`src/rtl/stage1_input_loader.sv`:
```
// stage1_input_loader
// Collects one frame of N_POINTS complex samples into a buffer in bit-reversed
// address order, then presents them as operand pairs (buf[2k], buf[2k+1]) to
// the first radix-2 butterfly stage with a constant W^0 twiddle.
// Optional feature: define STAGE1_OVERRUN_DET_EN to enable the sticky overrun
// flag (input offered while the loader is emitting). When it is undefined,
// overrun is tied low.
module stage1_input_loader #(
    parameter int N_POINTS = 8,
    parameter int LOG2N    = 3
) (
    input  logic                    clk,
    input  logic                    rst,
    input  logic                    in_valid,
    output logic                    in_ready,
    input  logic signed [15:0]      in_real,
    input  logic signed [15:0]      in_imag,
    output logic                    pair_valid,
    input  logic                    pair_ready,
    output logic signed [15:0]      in1_real,
    output logic signed [15:0]      in1_imag,
    output logic signed [15:0]      in2_real,
    output logic signed [15:0]      in2_imag,
    output logic signed [15:0]      twiddle_real,
    output logic signed [15:0]      twiddle_imag,
    output logic [LOG2N-2:0]        pair_index,
    output logic                    frame_last,
    output logic                    overrun
);

    localparam int                 KW     = LOG2N - 1;
    localparam logic [LOG2N-1:0]   W_LAST = LOG2N'(N_POINTS - 1);
    localparam logic [LOG2N-1:0]   W_ONE  = LOG2N'(1);
    localparam logic [KW-1:0]      K_LAST = KW'(N_POINTS / 2 - 1);
    localparam logic [KW-1:0]      K_ONE  = KW'(1);
    localparam logic [KW-1:0]      K_ZERO = KW'(0);
    localparam logic signed [15:0] TW_ONE = 16'sh4000;

    typedef enum logic [0:0] {
        FILL = 1'b0,
        EMIT = 1'b1
    } state_t;

    state_t            state_r;
    state_t            next_state_s;
    logic [LOG2N-1:0]  wr_cnt_r;
    logic [31:0]       mem_r [N_POINTS];

    logic              accept_s;
    logic              last_sample_s;
    logic              pair_fire_s;
    logic              last_pair_s;
    logic              load_pair_s;
    logic [KW-1:0]     k_next_s;
    logic [LOG2N-1:0]  addr_lo_s;
    logic [LOG2N-1:0]  addr_hi_s;

    // Reverse the bit order of a buffer address.
    function automatic logic [LOG2N-1:0] bitrev(input logic [LOG2N-1:0] v);
        logic [LOG2N-1:0] r;
        r = {LOG2N{1'b0}};
        for (int i = 0; i < LOG2N; i++) begin
            r[i] = v[LOG2N-1-i];
        end
        return r;
    endfunction

    // Handshake decode and address of the next pair to present.
    always_comb begin
        accept_s      = in_valid && in_ready;
        last_sample_s = accept_s && (wr_cnt_r == W_LAST);
        pair_fire_s   = pair_valid && pair_ready;
        last_pair_s   = pair_fire_s && (pair_index == K_LAST);
        load_pair_s   = last_sample_s || (pair_fire_s && !last_pair_s);
        if (last_sample_s) begin
            k_next_s = K_ZERO;
        end else begin
            k_next_s = pair_index + K_ONE;
        end
        addr_lo_s = {k_next_s, 1'b0};
        addr_hi_s = {k_next_s, 1'b1};
    end

    // Next-state logic: FILL until a full frame is in, EMIT until the last pair is taken.
    always_comb begin
        next_state_s = state_r;
        case (state_r)
            FILL: begin
                if (last_sample_s) begin
                    next_state_s = EMIT;
                end else begin
                    next_state_s = FILL;
                end
            end
            EMIT: begin
                if (last_pair_s) begin
                    next_state_s = FILL;
                end else begin
                    next_state_s = EMIT;
                end
            end
            default: begin
                next_state_s = FILL;
            end
        endcase
    end

    // State register.
    always_ff @(posedge clk or posedge rst) begin
        if (rst) begin
            state_r <= FILL;
        end else begin
            state_r <= next_state_s;
        end
    end

    // Registered in_ready: low in reset, then mirrors the upcoming state.
    always_ff @(posedge clk or posedge rst) begin
        if (rst) begin
            in_ready <= 1'b0;
        end else begin
            in_ready <= (next_state_s == FILL);
        end
    end

    // Write counter; wraps naturally after the last sample of a frame.
    always_ff @(posedge clk or posedge rst) begin
        if (rst) begin
            wr_cnt_r <= {LOG2N{1'b0}};
        end else if (accept_s) begin
            wr_cnt_r <= wr_cnt_r + W_ONE;
        end else begin
            wr_cnt_r <= wr_cnt_r;
        end
    end

    // Sample buffer, written in bit-reversed order; contents survive reset.
    always_ff @(posedge clk) begin
        if (accept_s) begin
            mem_r[bitrev(wr_cnt_r)] <= {in_real, in_imag};
        end
    end

    // Pair output registers. Pair 0 never contains the final sample's slot
    // (address N_POINTS-1), so it can be read on the same edge that writes it.
    always_ff @(posedge clk or posedge rst) begin
        if (rst) begin
            pair_valid   <= 1'b0;
            pair_index   <= K_ZERO;
            frame_last   <= 1'b0;
            in1_real     <= 16'sh0000;
            in1_imag     <= 16'sh0000;
            in2_real     <= 16'sh0000;
            in2_imag     <= 16'sh0000;
            twiddle_real <= 16'sh0000;
            twiddle_imag <= 16'sh0000;
        end else if (load_pair_s) begin
            pair_valid   <= 1'b1;
            pair_index   <= k_next_s;
            frame_last   <= (k_next_s == K_LAST);
            in1_real     <= mem_r[addr_lo_s][31:16];
            in1_imag     <= mem_r[addr_lo_s][15:0];
            in2_real     <= mem_r[addr_hi_s][31:16];
            in2_imag     <= mem_r[addr_hi_s][15:0];
            twiddle_real <= TW_ONE;
            twiddle_imag <= 16'sh0000;
        end else if (last_pair_s) begin
            pair_valid   <= 1'b0;
            pair_index   <= K_ZERO;
            frame_last   <= 1'b0;
        end
    end

`ifdef STAGE1_OVERRUN_DET_EN
    // Sticky overrun: input offered while emitting; cleared only by reset.
    always_ff @(posedge clk or posedge rst) begin
        if (rst) begin
            overrun <= 1'b0;
        end else if (in_valid && (state_r == EMIT)) begin
            overrun <= 1'b1;
        end else begin
            overrun <= overrun;
        end
    end
`else
    assign overrun = 1'b0;
`endif

endmodule

```
`config.mk`:
```
export PLATFORM = sky130hd
export DESIGN_NAME = stage1_input_loader
export DESIGN_NICKNAME = d
export VERILOG_FILES = /design/src/rtl/stage1_input_loader.sv
export SDC_FILE = /design/constraint.sdc
export NUM_CORES = 1
export LEC_CHECK = 0
export CORE_AREA = 2 2 139 243
export CTS_CLUSTER_DIAMETER = 50
export CTS_CLUSTER_SIZE = 28
export DETAILED_ROUTE_END_ITERATION = 12
export DIE_AREA = 0 0 141 245
export DONT_BUFFER_PORTS = 1
export GPL_ROUTABILITY_DRIVEN = 1
export SETUP_SLACK_MARGIN = 0.4
export SKIP_LAST_GASP = 1
export SYNTH_ARGS = -nofsm -noshare
export SYNTH_HDL_FRONTEND = slang
export SYNTH_SLANG_ARGS = --single-unit
```
`constraint.sdc`:
```
create_clock -name clk -period 3.1 [get_ports clk]
set_clock_uncertainty 0.15 [all_clocks]
set_input_delay 0.465 -clock clk [delete_from_list [all_inputs] [get_ports clk]]
set_output_delay 0.465 -clock clk [all_outputs]
set_load 0.005 [all_outputs]
```
# [Yosys cells after proc, flatten, opt, wreduce, memory -nomap -nowiden]
# Memories as Yosys holds them, arrays and structs flattened. A register that Yosys moved wholly into a read port is not among the register bits.
# Index checks and enable logic that the tools add are counted.
[word_totals] ff_bits=10 latch_bits=0 ramBits=256 romBits=0 inputBits=36 out_inout_bits=102 wordCells=34 memories=1
[op_classes] add_sub_neg=2 n_mul=0 div_mod_pow=0 n_lt_le_gt_ge=0 n_eq_ne=3 n_shift=0 muxes=11 bitwise_logic=2 n_reduce_logical=8
[memory_table] memory="mem_r" words=8 width=32 read_ports=2 rd_ports_with_merged_regs=2 wr=1 line_no="47" text="logic [31:0] mem_r [N_POINTS];"
[op_table] cell="2-to-1 mux 1 bit" count=7
[op_table] cell="2-to-1 mux 2 bit" count=3
[op_table] cell="logical AND 1 bit" count=5
[op_table] cell="equality test 2 bit (second input constant)" count=2
[op_table] cell="adder 3 x 1 -> 3 bit (second input constant)" count=1
[op_table] cell="equality test 3 bit (second input constant)" count=1
[op_table] cell="adder 2 x 1 -> 2 bit (second input constant)" count=1
[op_table] cell="NOT 1 bit" count=2
[op_table] cell="case mux 1 bit (2 select lines)" count=1
[op_table] cell="nonzero test 2 bit" count=1
[op_table] cell="zero test 1 bit" count=1
[op_table] cell="logical OR 1 bit" count=1

# [Logic depth before layout (Yosys ltp)]
# Gate-level depths: netlist of run 1.
[logic_depth] ltp_word=6 depth_mapped=8 depth_no_buf=7

# [Least setup slack after synthesis of run 1]
# No wires, ideal clock.
[synth_timing] kind="input to register" start="input in_valid" end="memory mem_r[1][0] (enable)" setup_time_ps=392 arrival_time_ps=1709 path_slack_ps=849 path_stages=3 path_cell_list="and2_1 -> clkbuf_1 -> and3_1"
[synth_via] elab_chain_len=3
[synth_lines] item="start, declared" line_no="14" text="input logic in_valid,"
[synth_lines] item="logical AND 1 bit" line_no="70" text="accept_s = in_valid && in_ready;"
[synth_lines] item="2-to-1 mux 1 bit" line_no="139" text="if (accept_s) begin"
[synth_lines] item="2-to-1 mux 1 bit (not written as such)" line_no="140" text="mem_r[bitrev(wr_cnt_r)] <= {in_real, in_imag};"
[synth_lines] item="end, declared" line_no="47"
# Every way passes these cells.

# [Worst setup path after layout of run 1]
[layout_timing] start="register wr_cnt_r[0]" end="register in1_real[7], read port of mem_r"
[layout_via] elab_chain_len=3
[layout_lines] item="start, declared" line_no="46" text="logic [LOG2N-1:0] wr_cnt_r;"
[layout_lines] item="start signal, assigned" line_no="129" text="wr_cnt_r <= {LOG2N{1'b0}};"
[layout_lines] item="start signal, assigned" line_no="131" text="wr_cnt_r <= wr_cnt_r + W_ONE;"
[layout_lines] item="start signal, assigned" line_no="133" text="wr_cnt_r <= wr_cnt_r;"
[layout_lines] item="equality test 3 bit (*)" line_no="71" text="last_sample_s = accept_s && (wr_cnt_r == W_LAST);"
[layout_lines] item="logical AND 1 bit (*)" line_no="71"
[layout_lines] item="2-to-1 mux 2 bit or logical OR 1 bit (tied branches)" line_no="75, 74"
[layout_lines] item="end, declared" line_no="20" text="output logic signed [15:0] in1_real,"
# Every way passes the cells marked *; elsewhere a longest branch is shown, timed or not.
# A chain may end at the register's enable or synchronous reset.

==> results of run 1 <==
## cells in the mapped netlist, drive strengths merged
cell type / number / share of area [%]
a22oi: 2 / 0.12
and2: 2 / 0.097
nor2: 5 / 0.15
a22o: 63 / 4.3
nand2: 7 / 0.22
dfrtp: 74 / 14
nor3: 1 / 0.039
and3: 7 / 0.34
o21ai: 3 / 0.12
buf: 78 / 4.8
nand2b: 1 / 0.049
xnor2: 1 / 0.068
clkbuf: 11 / 0.32
o22ai: 1 / 0.049
conb: 1 / 0.029
inv: 8 / 0.23
edfxtp: 256 / 60
nand3: 1 / 0.078
mux2: 1 / 0.087
a21oi: 129 / 5.0
mux2i: 64 / 5.0
ha: 7 / 0.68
o21a: 1 / 0.068
nor3b: 1 / 0.058
o2bb2ai: 63 / 4.3
## sequential cells by signal (all words and copies together) (netlist names)
name	flops
twiddle_real	1
in_ready	1
in2_imag	16
in1_imag	16
frame_last	1
in1_real	16
in2_real	16
pair_index	2
pair_valid	1
state_r	1
mem_r	256
wr_cnt_r	3
## through the flow
step	total power, mW	setup slack, ps	hold WS, ps	instance area [um2]
3_5_place_dp	10.36	686.0	304.7	13200
6_report	12.80	693.8	67.25	14060
5_1_grt	13.48	572.3	104.0	14060
2_1_floorplan	9.225	603.4	309.0	13020
4_1_cts	12.94	668.8	54.71	14060
3_3_place_gp	10.25	699.4	299.0	13200
## cell families (layout without fill, tap and decap cells)
kind of cell	count (synthesis)	after routing	synth area share [%]
XOR/XNOR	1	1	0.06789
flip-flops	330	330	73.93
adder cells (fa/ha/maj)	7	7	0.6787
multiplexers	65	65	5.052
AND/OR/NAND/NOR	25	25	1.028
other	1	33	0.02906
buffers and inverters	97	92	5.314
AO/OA/AOI/OAI	262	262	13.90
## cell type report
| class | instances | area (um2) |
|---|---|---|
| Fill cell | 2844 | 18640 |
| Sequential cell | 330 | 9543 |
| Antenna cell | 1 | 2.502 |
| Clock inverter | 6 | 67.56 |
| Multi-Input combinational cell | 392 | 2816 |
| Tap cell | 405 | 506.7 |
| Timing Repair Buffer | 55 | 635.6 |
| Inverter | 8 | 35.03 |
| Clock buffer | 23 | 457.9 |
## power by group through the flow
stage	Sequential (mW)	Clock (mW)	Combinational, mW
after floorplan	5.98	0	3.25
after global placement	6.33	0	3.92
after detailed placement	6.34	0	4.02
after CTS	6.25	2.59	4.10
after global routing	6.30	2.73	4.45
final	6.19	2.54	4.06
## worst paths after layout
| kind | endpoint | start | cells after the start | slack [ps] |
|---|---|---|---|---|
| worst max register to register | in1_real[7] | wr_cnt_r[0] | 7 | 690 |
| worst max-delay path | in1_real[7] | wr_cnt_r[0] | 7 | 690 |
| max in group asynchronous | in2_imag[10] | rst | 3 | 1780 |
| worst min-delay path | pair_valid | in_valid | 2 | 70 |
| min in group asynchronous | in1_real[11] | rst | 2 | 340 |
| worst min register to register | twiddle_real[14] | twiddle_real[14] | 1 | 360 |
## worst register-to-register path, stage by stage, from the launching register on
cell and delay (ps):
dfrtp_1 410, ha_1 240, ha_1 190, nand3_2 170, o21a_4 470, buf_4 390
a21oi_1 90, a22o_1 210
## per-layer routing
layer	up-vias	wire, um	track usage [%]
met2	178	16500	32.61
met4	2	705	5.265
met3	43	1337	2.770
met5	-	13	0
li1	3048	-	-
met1	3513	11580	20.23
==> results.json, run 1 <==
{
  "seq_area_frac_synth_pct": 73.93,
  "coreArea_um2": 32700,
  "ios": 138,
  "fin_crit_sh_pct": 77.62,
  "grt_usage_pct": 17.38,
  "hold_violations": 0,
  "post_cts_resized": 0,
  "grt_pass1_wl_um": 45270,
  "grt_overflow": 0,
  "ctsHtreeMaxLevel": 1,
  "hold_buffers": 34,
  "slew_violations": 0,
  "critical_path.slowest_cell": "o21a_4",
  "leakage_nw": 4.927,
  "clock-sinks": 330,
  "max_freq_mhz": 415.6,
  "dieArea_um2": 34550,
  "final_cell_mix": "256 x edfxtp_1, 129 x a21oi_1, 73 x dfrtp_1",
  "cp.arrival_ps": 2670,
  "tns_ps": 0,
  "dr.pass1.iters": 5,
  "clock_latency_ps": 510,
  "grt_max_degree": 65,
  "dpl.hpwl_um": 17530,
  "p_sw_share_pct": 35.67,
  "layout-drive-gt1-share_pct": 7.740,
  "outcome": "finished, final reports clean",
  "crit_buf_inv": 1,
  "cts_setup_buffers": 0,
  "grt_pass1_vias": 7061,
  "mostFrequentLayoutCell": "edfxtp_1",
  "clockRootBuffer": "clkbuf_16",
  "max-slew-margin-rel_pct": 39.83,
  "gp_congestion": 0.7221,
  "synth_seq_cells": 330,
  "p_seq_share_pct": 48.4,
  "die_h_um": 245,
  "post-route-util_pct": 43.01,
  "syn_inst": 788,
  "critPathRequiredTime_ps": 3360,
  "first_iter_violations": 445,
  "path_cells": "ha_1 > ha_1 > nand3_2 > o21a_4 > buf_4 > a21oi_1 > a22o_1",
  "cp_max_fo": 32,
  "synth_warnings": 0,
  "ant_nets": 0,
  "tightest_slew_ps": 902.6,
  "p_int_mw": 8.231,
  "critPathKind": "flop to flop",
  "hp-class": "input pin to flop",
  "critPathMaxStageDelay_ps": 470,
  "fin_nets": 847,
  "avgSynthCellArea_um2": 16.38,
  "dp_cells": 1156,
  "vias": 6784,
  "clk_pin_slew_ps": 100,
  "wl_per_cell_um": 24.70,
  "finalCriticalPeriod_ps": 2406,
  "initial_core_util_pct": 39.46,
  "critPathTopFamily": "compound AO/OA/AOI/OAI gates",
  "grt_setup_unrepaired": "false",
  "combPwrFrac_pct": 31.8,
  "maxCapViolCount": 0,
  "vias_per_cell": 5.561,
  "rows": 88,
  "endpoint_kind": "flop",
  "netlist-cell-type-count": 30,
  "drc": 0,
  "stdcell_count": 1220,
  "numPortBuffers": 0,
  "setup_viol": 0,
  "drt-total-wl_um": 30140,
  "ir_drop_mv": 0.5751,
  "p_clk_share_pct": 19.8,
  "cp-start-kind": "flop",
  "crit_top_cell": "ha_1",
  "die_w_um": 141,
  "cts_tree": "yes",
  "powerDensity_nw_per_um2": 909.8,
  "area_delta_synth_final_pct": 8.998,
  "numCtsBuffers": 17,
  "p_switching_mw": 4.565,
  "syn_area_um2": 12900,
  "clock_path_buffers": 3,
  "grt_antenna_before_repair": 2
}
(Power assumes the default switching activity.)
==> inputs of run 2 (changes only) <==
- clock period: 3.1 -> 2.4 ns (I/O delays scaled with it)
==> results.json, run 2 (same netlist as run 1, synthesis figures left out) <==
{
  "setup_viol": 0,
  "grt_pass1_wl_um": 45000,
  "grtUsageMet3_pct": 3.551,
  "ir_drop_mv": 1.150,
  "clock_latency_ps": 510,
  "grt_antenna_before_repair": 1,
  "leakage_nw": 5.138,
  "numPortBuffers": 0,
  "cp.arrival_ps": 2210,
  "numCtsBuffers": 17,
  "critPathRequiredTime_ps": 2670,
  "grt_setup_unrepaired": "true",
  "hold_ws_ps": 42.93,
  "cp_max_fo": 10,
  "grt_pass1_vias": 6986,
  "coreArea_um2": 32700,
  "final_cell_mix": "256 x edfxtp_1, 128 x a21oi_1, 73 x dfrtp_1",
  "area_delta_synth_final_pct": 12.64,
  "dpl-instance-area_um2": 13360,
  "initial_core_util_pct": 39.46,
  "endpoint_kind": "flop",
  "cts_tree": "yes",
  "grt_usage_pct": 17.41,
  "maxCapViolCount": 0,
  "ant_nets": 0,
  "fin_nets": 872,
  "largest_reg_flops": 256,
  "hold_violations": 0,
  "wl_per_cell_um": 25.07,
  "ctsHtreeMaxLevel": 1,
  "hp-class": "input pin to flop",
  "first_iter_violations": 449,
  "gr-usage-met1_pct": 20.51,
  "design_area_um2": 14540,
  "busiest_layer": "met2",
  "critPathKind": "flop to flop",
  "clock-sinks": 330,
  "powerDensity_nw_per_um2": 1212,
  "grt_overflow": 0,
  "outcome": "finished, final reports clean",
  "max-slew-margin-rel_pct": 63.14,
  "num_antenna_cells": 0,
  "die_w_um": 141,
  "clockRootBuffer": "clkbuf_16",
  "max_freq_mhz": 515.1,
  "regMostFlops": "mem_r",
  "ios": 138,
  "cp-start-kind": "flop",
  "vias": 6953,
  "grt_max_degree": 66,
  "slew_violations": 0,
  "gp_congestion": 0.7335,
  "fin_crit_sh_pct": 80.89,
  "layout-drive-gt1-share_pct": 11.07,
  "dpl.hpwl_um": 17240,
  "vias_per_cell": 5.585,
  "rows": 88,
  "tns_ps": 0,
  "die_h_um": 245,
  "grt_util_met2_pct": 31.55,
  "drc": 0,
  "clock_path_buffers": 3,
  "drt-total-wl_um": 31210,
  "clk_pin_slew_ps": 100,
  "dieArea_um2": 34550,
  "dr.pass1.iters": 4,
  "tightest_slew_ps": 551.7,
  "mostFrequentLayoutCell": "edfxtp_1",
  "finalCriticalPeriod_ps": 1941
}
-- run 2: timing repair --
| item | in CTS | in global routing |
|---|---|---|
| hold buffers | 35 | 0 |
| setup endpoints to repair | 50 | 110 |
| pin swaps | 2 | 3 |
| setup buffers | 6 | 1 |
| hold endpoints to repair | 289 | 0 |
| gates resized for setup | 8 | 9 |
| cloned | 4 | 3 |
-- run 2: critical path: stages, from the launching register on --
cell and delay, ps:
dfrtp_1 400, ha_2 200, ha_2 180, nand3_4 120
and2_4 210, buf_8 150, clkbuf_16 170, a21oi_1 70
a22o_1 200
-- run 2: report_power, final --
part | switching (mW) | total, mW | internal (mW)
clock network | 1.85 | 3.24 | 1.39
registers | 0.802 | 7.98 | 7.18
logic | 3.62 | 6.39 | 2.78
-- run 2: per-layer routing --
layer,vias up,wire [um]
met5,-,11
met4,2,869
met1,3611,11990
met2,195,16700
li1,3109,-
met3,36,1633
-- run 2: layout make-up --
class	count	area [um2]
Clock inverter	8	85.08
Timing Repair Buffer	79	1066
Inverter	8	41.29
Sequential cell	330	9543
Tap cell	405	506.7
Clock buffer	22	444.2
Multi-Input combinational cell	393	2849
Fill cell	2757	18170
-- run 2: final timing paths --
kind,from,to,slack (ps),cells past startpoint
worst min-delay path,in_valid,wr_cnt_r[0],40,2
max in group asynchronous,rst,in1_real[8],1280,3
worst max-delay path,wr_cnt_r[1],in1_imag[7],460,8
worst min register to register,state_r,in_ready,340,1
min in group asynchronous,rst,in2_imag[6],190,2
worst max register to register,wr_cnt_r[1],in1_imag[7],460,8
-- run 2: through the flow --
step	power (mW)	setup slack, ps	std cells	util (%)
CTS	17.40	409.2	1241	44.10
floorplan	11.91	453.2	819	-
finish	17.61	458.7	1245	44.45
global placement	13.40	344.5	1166	40.86
global route	18.51	399.3	1245	44.45
detailed placement	13.54	292.3	1166	40.86
==> inputs of run 3 (changes only) <==
- clock period: 2.4 -> 1.9 ns (I/O delays scaled with it)
==> results.json, run 3 (same netlist as run 1, synthesis figures left out) <==
{
  "p_seq_share_pct": 40.6,
  "setup_viol": 0,
  "crit_buf_inv": 2,
  "ant_nets": 0,
  "seq_area_um2": 9544,
  "hold_violations": 0,
  "ctsHtreeMaxLevel": 1,
  "critPathKind": "flop to flop",
  "clock-sinks": 330,
  "powerDensity_nw_per_um2": 1563,
  "gp_congestion": 0.7533,
  "fillers": 2634,
  "dr.pass1.iters": 6,
  "grt_usage_pct": 18.24,
  "cp.arrival_ps": 2160,
  "clk_pin_slew_ps": 100,
  "dp_slack_ps": 13.35,
  "stdcell_count": 1311,
  "slew_violations": 0,
  "max_freq_mhz": 530.2,
  "critPathTopFamily": "flip-flops",
  "cp-start-kind": "flop",
  "area_delta_synth_final_pct": 23.94,
  "coreArea_um2": 32700,
  "grt_antenna_before_repair": 1,
  "post-route-util_pct": 48.91,
  "clock_path_buffers": 3,
  "leakage_nw": 5.729,
  "critPathRequiredTime_ps": 2180,
  "critPathMaxStageDelay_ps": 420,
  "cp_max_fo": 14,
  "clockRootBuffer": "clkbuf_16",
  "ios": 138,
  "outcome": "finished, final reports clean",
  "regMostFlops": "mem_r",
  "worst_slack_ps": 13.91,
  "r2r_slack_ps": 10,
  "vias_per_cell": 5.618,
  "largest_reg_flops": 256,
  "p_switching_mw": 8.941,
  "first_iter_violations": 623,
  "die_w_um": 141,
  "critical_path.slowest_cell": "dfrtp_1",
  "final_cell_mix": "256 x edfxtp_1, 117 x a21oi_1, 72 x dfrtp_1",
  "hp-class": "input pin to flop",
  "drt-total-wl_um": 35850,
  "wl_per_cell_um": 27.35,
  "p_sw_share_pct": 35.77,
  "grt_max_degree": 58,
  "fin_crit_sh_pct": 99.27,
  "maxCapViolCount": 0,
  "path_cells": "ha_4 > ha_4 > nand3_4 > and2_4 > buf_12 > buf_12 > a21oi_1 > a22o_1",
  "p_clk_share_pct": 21.6,
  "fin_nets": 932,
  "layout-drive-gt1-share_pct": 20.00,
  "drc": 0,
  "combPwrFrac_pct": 37.8,
  "numPortBuffers": 0,
  "endpoint_kind": "flop",
  "vias": 7365,
  "grt_pass1_vias": 7075,
  "cts_tree": "yes",
  "dp_cells": 1185,
  "initial_core_util_pct": 39.46,
  "grt_pass1_wl_um": 47200,
  "p_int_mw": 16.05,
  "multi_input_area_um2": 2977,
  "die_h_um": 245,
  "dpl.hpwl_um": 18710,
  "finalCriticalPeriod_ps": 1886,
  "dieArea_um2": 34550,
  "rows": 88,
  "ir_drop_mv": 0.8642,
  "numCtsBuffers": 23,
  "grt_setup_unrepaired": "true",
  "grt_overflow": 0,
  "clock_latency_ps": 540,
  "mostFrequentLayoutCell": "edfxtp_1"
}
## run 3: metal layers
layer | wire, um | GRT usage [%] | vias to the layer above
met2 | 19630 | 33.64 | 305
met1 | 12920 | 21.41 | 3785
met5 | 0 | 0 | -
met4 | 1112 | 5.471 | 0
met3 | 2181 | 3.453 | 52
li1 | - | - | 3223
## run 3: power groups by stage
| stage | Sequential [mW] | Clock [mW] | Combinational [mW] |
|---|---|---|---|
| global route | 10.3 | 5.79 | 10.1 |
| floorplan | 9.75 | 0 | 5.49 |
| global placement | 10.3 | 0 | 7.59 |
| detailed placement | 10.3 | 0 | 7.72 |
| finish | 10.1 | 5.41 | 9.44 |
| CTS | 10.2 | 5.54 | 8.57 |
## run 3: final timing paths
kind | start | endpoint | cells after the start
setup / recovery | wr_cnt_r[0] | in1_imag[5] | 8
hold / removal | in_valid | mem_r[6][20] | 2
setup reg to reg | wr_cnt_r[0] | in1_imag[5] | 8
hold reg to reg | state_r | in_ready | 1
max in group asynchronous | rst | pair_index[0] | 3
min in group asynchronous | rst | in1_imag[6] | 3
## run 3: cell type report
type	count	area share [%]
Timing Repair Buffer	134	12.92
Inverter	8	0.3364
Sequential cell	330	59.68
Antenna cell	1	0.01565
Clock inverter	17	1.643
Clock buffer	24	3.622
Multi-Input combinational cell	392	18.61
Tap cell	405	3.169
## run 3: stage by stage
stage               power (mW)  setup TNS [ps]  hold slack, ps  area, um2
global placement         17.91               0           128.4      13720
CTS                      24.31               0           159.2      15240
detailed placement       18.05               0           132.4      13720
global route             26.14          -305.3           123.5      15990
finish                   25.00               0           141.3      15990
floorplan                15.24               0           233.9      13150
## run 3: what timing repair did
action | 4_1_cts | 5_1_grt
endpoints found under the hold margin | 337 | 0
setup buffers | 9 | 12
resized for setup | 20 | 37
hold buffers | 35 | 0
setup endpoints to repair | 331 | 332
pin swaps | 1 | 3
gates cloned | 5 | 23
